### src/rtl/pokemon_renderer.sv
// Pixel renderer for the battle screen: fireballs, waterballs and shield bars on a 96x64 OLED.
// Define SHIELD_BLINK_EN to make an active shield blink (drawn only on odd timer values).
module pokemon_renderer #(
   parameter logic [3:0]  SHIELD_FRAMES = 4'd6,
   parameter logic [15:0] COL_FIRE      = 16'hF800,
   parameter logic [15:0] COL_WATER     = 16'h001F,
   parameter logic [15:0] COL_SHIELD    = 16'hFFE0,
   parameter logic [15:0] COL_BG        = 16'h0000
) (
   input  logic        clk_6p25MHz,
   input  logic        reset_n,
   input  logic        frame_begin,
   input  logic [12:0] pixel_index,
   input  logic [8:0]  FireBall_EN,
   input  logic [8:0]  WaterBall_EN,
   input  logic [62:0] leftX_fb,
   input  logic [62:0] leftX_wb,
   input  logic [5:0]  Shield_EN,
   output logic [15:0] pixel_data
);

   // Shield requests come from the slow logic domain: synchronise, then detect rising edges.
   logic [5:0] shield_s1_reg;
   logic [5:0] shield_s2_reg;
   logic [5:0] shield_s3_reg;
   logic [5:0] shield_rise;

   always_ff @(posedge clk_6p25MHz or negedge reset_n) begin
      if (!reset_n) begin
         shield_s1_reg <= '0;
         shield_s2_reg <= '0;
         shield_s3_reg <= '0;
      end else begin
         shield_s1_reg <= Shield_EN;
         shield_s2_reg <= shield_s1_reg;
         shield_s3_reg <= shield_s2_reg;
      end
   end

   assign shield_rise = shield_s2_reg & ~shield_s3_reg;

   // Ball state is frozen once per frame so a frame never mixes old and new positions.
   logic [8:0]  fire_en_reg;
   logic [8:0]  water_en_reg;
   logic [62:0] fire_x_reg;
   logic [62:0] water_x_reg;

   always_ff @(posedge clk_6p25MHz or negedge reset_n) begin
      if (!reset_n) begin
         fire_en_reg  <= '0;
         water_en_reg <= '0;
         fire_x_reg   <= '0;
         water_x_reg  <= '0;
      end else if (frame_begin) begin
         fire_en_reg  <= FireBall_EN;
         water_en_reg <= WaterBall_EN;
         fire_x_reg   <= leftX_fb;
         water_x_reg  <= leftX_wb;
      end
   end

   logic [5:0] shield_on;

   genvar gi;
   generate
      for (gi = 0; gi < 6; gi++) begin : g_timer
         logic [3:0] timer_reg;

         // A fresh edge always reloads, even on a frame_begin cycle.
         always_ff @(posedge clk_6p25MHz or negedge reset_n) begin
            if (!reset_n) begin
               timer_reg <= '0;
            end else if (shield_rise[gi]) begin
               timer_reg <= SHIELD_FRAMES;
            end else if (frame_begin && (timer_reg != 4'd0)) begin
               timer_reg <= timer_reg - 4'd1;
            end
         end

`ifdef SHIELD_BLINK_EN
         assign shield_on[gi] = timer_reg[0];
`else
         assign shield_on[gi] = (timer_reg != 4'd0);
`endif
      end
   endgenerate

   // Stage 1: split the linear index into column/row; 64 rows * 96 = 6144 marks the end.
   logic [12:0] row_full;
   logic [12:0] col_full;
   logic [6:0]  x_reg;
   logic [5:0]  y_reg;
   logic        oor_reg;

   assign row_full = pixel_index / 13'd96;
   assign col_full = pixel_index - (row_full * 13'd96);

   always_ff @(posedge clk_6p25MHz or negedge reset_n) begin
      if (!reset_n) begin
         x_reg   <= '0;
         y_reg   <= '0;
         oor_reg <= 1'b0;
      end else begin
         x_reg   <= col_full[6:0];
         y_reg   <= row_full[5:0];
         oor_reg <= (|row_full[12:6]) | (|col_full[12:7]);
      end
   end

   // Stage 2: per-object hit tests against the registered coordinate.
   logic [8:0] fire_hit;
   logic [8:0] water_hit;
   logic [5:0] shield_hit;

   generate
      for (gi = 0; gi < 9; gi++) begin : g_ball
         localparam logic [5:0] TOP = 6'(6 + 18 * (gi / 3));
         logic [6:0] fire_x;
         logic [6:0] water_x;
         logic       y_in;

         assign fire_x  = fire_x_reg[7*gi +: 7];
         assign water_x = water_x_reg[7*gi +: 7];
         assign y_in    = (y_reg >= TOP) && (y_reg <= TOP + 6'd7);

         // Right edge evaluated at 8 bits so a ball near x=127 cannot wrap to the left side.
         assign fire_hit[gi]  = fire_en_reg[gi] && y_in && (x_reg >= fire_x) &&
                                ({1'b0, x_reg} <= ({1'b0, fire_x} + 8'd7));
         assign water_hit[gi] = water_en_reg[gi] && y_in && (x_reg >= water_x) &&
                                ({1'b0, x_reg} <= ({1'b0, water_x} + 8'd7));
      end

      for (gi = 0; gi < 6; gi++) begin : g_shield
         localparam logic [5:0] TOP = 6'(6 + 18 * (gi % 3));
         localparam logic [6:0] XL  = (gi < 3) ? 7'd24 : 7'd70;

         assign shield_hit[gi] = shield_on[gi] &&
                                 (x_reg >= XL) && (x_reg <= XL + 7'd1) &&
                                 (y_reg >= TOP - 6'd4) && (y_reg <= TOP + 6'd11);
      end
   endgenerate

   logic [15:0] colour_next;

   always_comb begin
      colour_next = COL_BG;
      if (oor_reg) begin
         colour_next = COL_BG;
      end else if (|shield_hit) begin
         colour_next = COL_SHIELD;
      end else if (|fire_hit) begin
         colour_next = COL_FIRE;
      end else if (|water_hit) begin
         colour_next = COL_WATER;
      end
   end

   always_ff @(posedge clk_6p25MHz or negedge reset_n) begin
      if (!reset_n) begin
         pixel_data <= '0;
      end else begin
         pixel_data <= colour_next;
      end
   end

endmodule

### config.mk
export PLATFORM = sky130hd
export DESIGN_NAME = pokemon_renderer
export DESIGN_NICKNAME = d
export VERILOG_FILES = /design/src/rtl/pokemon_renderer.sv
export SDC_FILE = /design/constraint.sdc
export NUM_CORES = 1
export LEC_CHECK = 0
export ABC_AREA = 1
export CORE_UTILIZATION = 55
export DETAILED_ROUTE_END_ITERATION = 10
export PLACE_DENSITY = 0.78
export SLEW_MARGIN = 20
export SYNTH_ARGS = -nofsm -noshare
export SYNTH_HDL_FRONTEND = slang
export SYNTH_SLANG_ARGS = --single-unit
### constraint.sdc
create_clock -name clk_6p25MHz -period 5.64 [get_ports clk_6p25MHz]
set_input_delay 1.128 -clock clk_6p25MHz [delete_from_list [all_inputs] [get_ports clk_6p25MHz]]
set_output_delay 1.128 -clock clk_6p25MHz [all_outputs]
set_load 0.03 [all_outputs]
==> results.py <==
metrics = {
    "floorplanning": {
        "die_h_um": 174,
        "initial_core_util": 0.561,
        "core_mm2": 0.0289,
        "die-area_mm2": 0.0301,
        "pin_count": 182,
        "die_w_um": 174,
        "rows": 62,
    },
    "sta": {
        "post-route-min-period_ns": 4.71,
        "slew_headroom": 0.215,
        "max_clock_freq_ghz": 0.212,
        "rsz0062_at_grt": "false",
        "setup_viol": 0,
        "slew_violations": 0,
        "hold_violations": 0,
        "tightest_slew_ns": 1.18,
        "fin_tns_setup_ns": 0,
        "clock_skew_ns": 0.00913,
        "finalCritPeriodShare": 0.835,
    },
    "synthesis": {
        "async_flop_share": 1.00,
        "synth_cells": 2059,
        "ys_ff_latch": 202,
        "seq_area_frac_synth": 0.312,
        "synth-edff-count": 0,
        "synth.avg_cell_area_um2": 7.86,
        "yosysUniqueCellTypes": 42,
        "synthFlopType": "dfrtp_1",
        "synth-warning-count": 0,
        "mappedNetlistArea_mm2": 0.0162,
        "synth.net_count": 2516,
    },
    "detailed_routing": {
        "drtIter0Drc": 751,
        "wl_met1_mm": 17.6,
        "routedWlPerCell_um": 15.3,
        "ant_nets": 0,
        "vias_per_cell": 5.41,
        "vias": 14200,
        "wl_met2_mm": 19.3,
        "highest_layer": "met4",
        "wl_met3_mm": 2.11,
        "firstDrtPassIters": 5,
        "drc_errors": 0,
        "drt_wl_total_mm": 40.2,
    },
    "worst_setup_path": {
        "crit_end": "oor_reg",
        "worst_path_largest_cell_delay_ns": 0.56,
        "r2r_start": "x_reg[0]",
        "critPathLaunch": "pixel_index[10]",
        "end_kind": "register",
        "r2r-end": "pixel_data[4]",
        "cp_max_fo": 5,
        "r2r_cells": 12,
        "cp.required_ns": 6.06,
        "cp.depth": 27,
        "critPathBufInv": 2,
        "crit_type": "input pin to register",
        "cp.arrival_ns": 5.13,
        "crit_path_start_kind": "input pin",
        "cp_top_family": "simple AND/OR/NAND/NOR gates",
        "slowest_stage": "clkdlybuf4s50_1",
        "rrSetupSlack_ns": 2.59,
        "cp_common_cell": "nand2_1",
    },
    "clocking": {
        "htree_levels": 1,
        "cts_resized": 0,
        "hold_buffers": 0,
        "cts_buffers": 25,
        "cts.clk_slew.worst_paths_ns": 0.06,
        "tritoncts": "done",
        "post_cts_buffers": 0,
        "cts_sinks": 202,
        "cts_root_buf": "clkbuf_16",
        "insertion_delay_ns": 0.53,
        "cts_buffer_depth": 3,
    },
    "pwr": {
        "p_leak_nw": 9.73,
        "p_per_area_mw_per_mm2": 300,
        "comb_power_share": 0.389,
        "switchingPower_mw": 2.16,
        "seqPwrFrac": 0.328,
        "ir_drop_mv": 0.234,
        "p_int_mw": 3.58,
        "netSwitchingFraction": 0.376,
        "p_clk_frac": 0.283,
    },
    "layout": {
        "drive_above_1_share": 0.0320,
        "synthToLayoutAreaGrowth_pct": 18.4,
        "layout.nets": 2686,
        "final_cells": 2634,
    },
    "placed_design": {
        "io_buffers": 181,
        "place_inst": 2585,
        "gp_congestion": 0.855,
        "dpl.hpwl_mm": 28.5,
    },
    "run": {
        "max_cap_viol_count": 0,
    },
    "global_routing": {
        "grt_max_degree": 125,
        "grt_pass1_wl_mm": 67.0,
        "overflow": 0,
        "grt_usage": 0.270,
        "antenna_found_initial": 2,
        "grt_pass1_vias": 14300,
    },
    "hold_path": {
        "hp-class": "register to register",
    },
    "run_status": {
        "status": "complete, no violations",
    },
}
==> metrics by stage <==
stage / setup slack, ns / area, um^2 / utilization / hold slack (ns) / total power [mW]
after CTS: 0.977 / 19100 / 0.663 / 0.348 / 5.76
after global routing: 0.588 / 19200 / 0.664 / 0.356 / 6.22
after floorplan: 1.38 / 16200 / - / 0.331 / 3.44
after detailed placement: 0.426 / 18300 / 0.634 / 0.335 / 4.10
after global placement: 0.574 / 18300 / 0.634 / 0.334 / 3.95
final: 0.932 / 19200 / 0.664 / 0.346 / 5.74
==> area by class of cell <==
cell class              instances  area [um^2]
clock buffers                  36          727
fillers                      2353         9700
multi-input cells            1525         9810
clock inverters                 9         98.8
diodes                          3         7.51
inverters                     287         1080
well taps                     384          480
flip-flops and latches        202         5060
repair buffers                188         1890
==> power by group through the flow <==
stage,Clock [mW],Combinational [mW],Sequential [mW]
global route,1.71,2.59,1.91
floorplan,0,1.63,1.81
global placement,0,2.06,1.89
finish,1.63,2.23,1.88
CTS,1.66,2.22,1.88
detailed placement,0,2.20,1.90
==> worst min path at each step <==
stage                             to  slack [ns]  depth (start not counted)             start
finish              shield_s2_reg[1]        0.35                          0  shield_s1_reg[1]
global route        shield_s2_reg[1]        0.36                          0  shield_s1_reg[1]
CTS                 shield_s2_reg[4]        0.35                          0  shield_s1_reg[4]
detailed placement  shield_s2_reg[4]        0.33                          0  shield_s1_reg[4]
global placement    shield_s2_reg[0]        0.33                          0  shield_s1_reg[0]
floorplan           shield_s2_reg[0]        0.33                          0  shield_s1_reg[0]
==> cell families (layout without fill, tap and decap cells) <==
| logic type | after synthesis | after routing | synth area share |
|---|---|---|---|
| adders and majority gates | 291 | 291 | 0.226 |
| AOI/OAI and AO/OA | 379 | 379 | 0.127 |
| DFF | 202 | 202 | 0.312 |
| other | 0 | 3 | 0 |
| xor gates and xnor gates | 107 | 107 | 0.0579 |
| and+or+nand+nor | 748 | 748 | 0.195 |
| buffers and inverters | 332 | 520 | 0.0814 |
==> cells in the final DEF (no fill, tap or decap), types with 2 or more instances in the layout <==
master           synthesis  layout
a21o_1                  14      14
a21oi_1                125     125
a31oi_1                  2       2
and3_1                  13      13
buf_4                   14       6
bufinv_16                0       2
clkbuf_1                16       5
clkbuf_16                0      25
clkbuf_8                 0       8
clkdlybuf4s50_1          0     179
clkinv_2                 0       6
dfrtp_1                202     196
dfrtp_2                  0       6
diode_2                  0       3
fa_1                     2       2
ha_1                   289     289
inv_1                  285     284
inv_2                    2       2
nand2_1                415     415
nand2_2                  6       6
nand3_1                100     100
nand3b_1                 7       7
nand4_1                 25      25
nor2_1                 132     132
nor3_1                  32      32
nor4_1                  13      13
o2111ai_1                6       6
o211ai_1                 5       5
o21a_1                  12      12
o21ai_0                201     201
o21ai_2                  4       4
xnor2_1                 24      24
xor2_1                  83      83
==> worst reg2reg max path, stage by stage, from the launching register on <==
cell and delay (ns):
dfrtp_1 0.32, clkinv_1 0.70, buf_4 0.54, ha_1 0.34, inv_1 0.08, nand2_1 0.06
o311ai_0 0.41, nand3_1 0.14, nand2_1 0.10, nor2_1 0.05, nand3_1 0.10, nand2_1 0.06
nor2_1 0.08
==> layer usage <==
metal | GRT usage | vias to the layer above
met4 | 0.0914 | 0
met5 | 0 | -
met2 | 0.474 | 365
met1 | 0.343 | 6630
li1 | - | 7175
met3 | 0.0309 | 79
==> cells in the mapped netlist, drive strengths merged, types with 2 or more instances <==
cell type	count	area (um^2)
nand2	421	1600
ha	289	3620
inv	287	1080
o21ai	206	1050
dfrtp	202	5050
nor2	133	502
a21oi	126	642
nand3	101	510
xor2	83	727
nor3	32	160
buf	29	180
nand4	25	156
xnor2	24	210
clkbuf	16	60.1
a21o	14	105
and3	13	81.3
nor4	13	81.3
o21a	12	90.1
nand3b	7	52.6
o2111ai	6	52.6
o211ai	5	37.5
a31oi	2	12.5
fa	2	40.0
o21bai	2	26.3
Note: power is estimated with default switching activity, not from simulation.
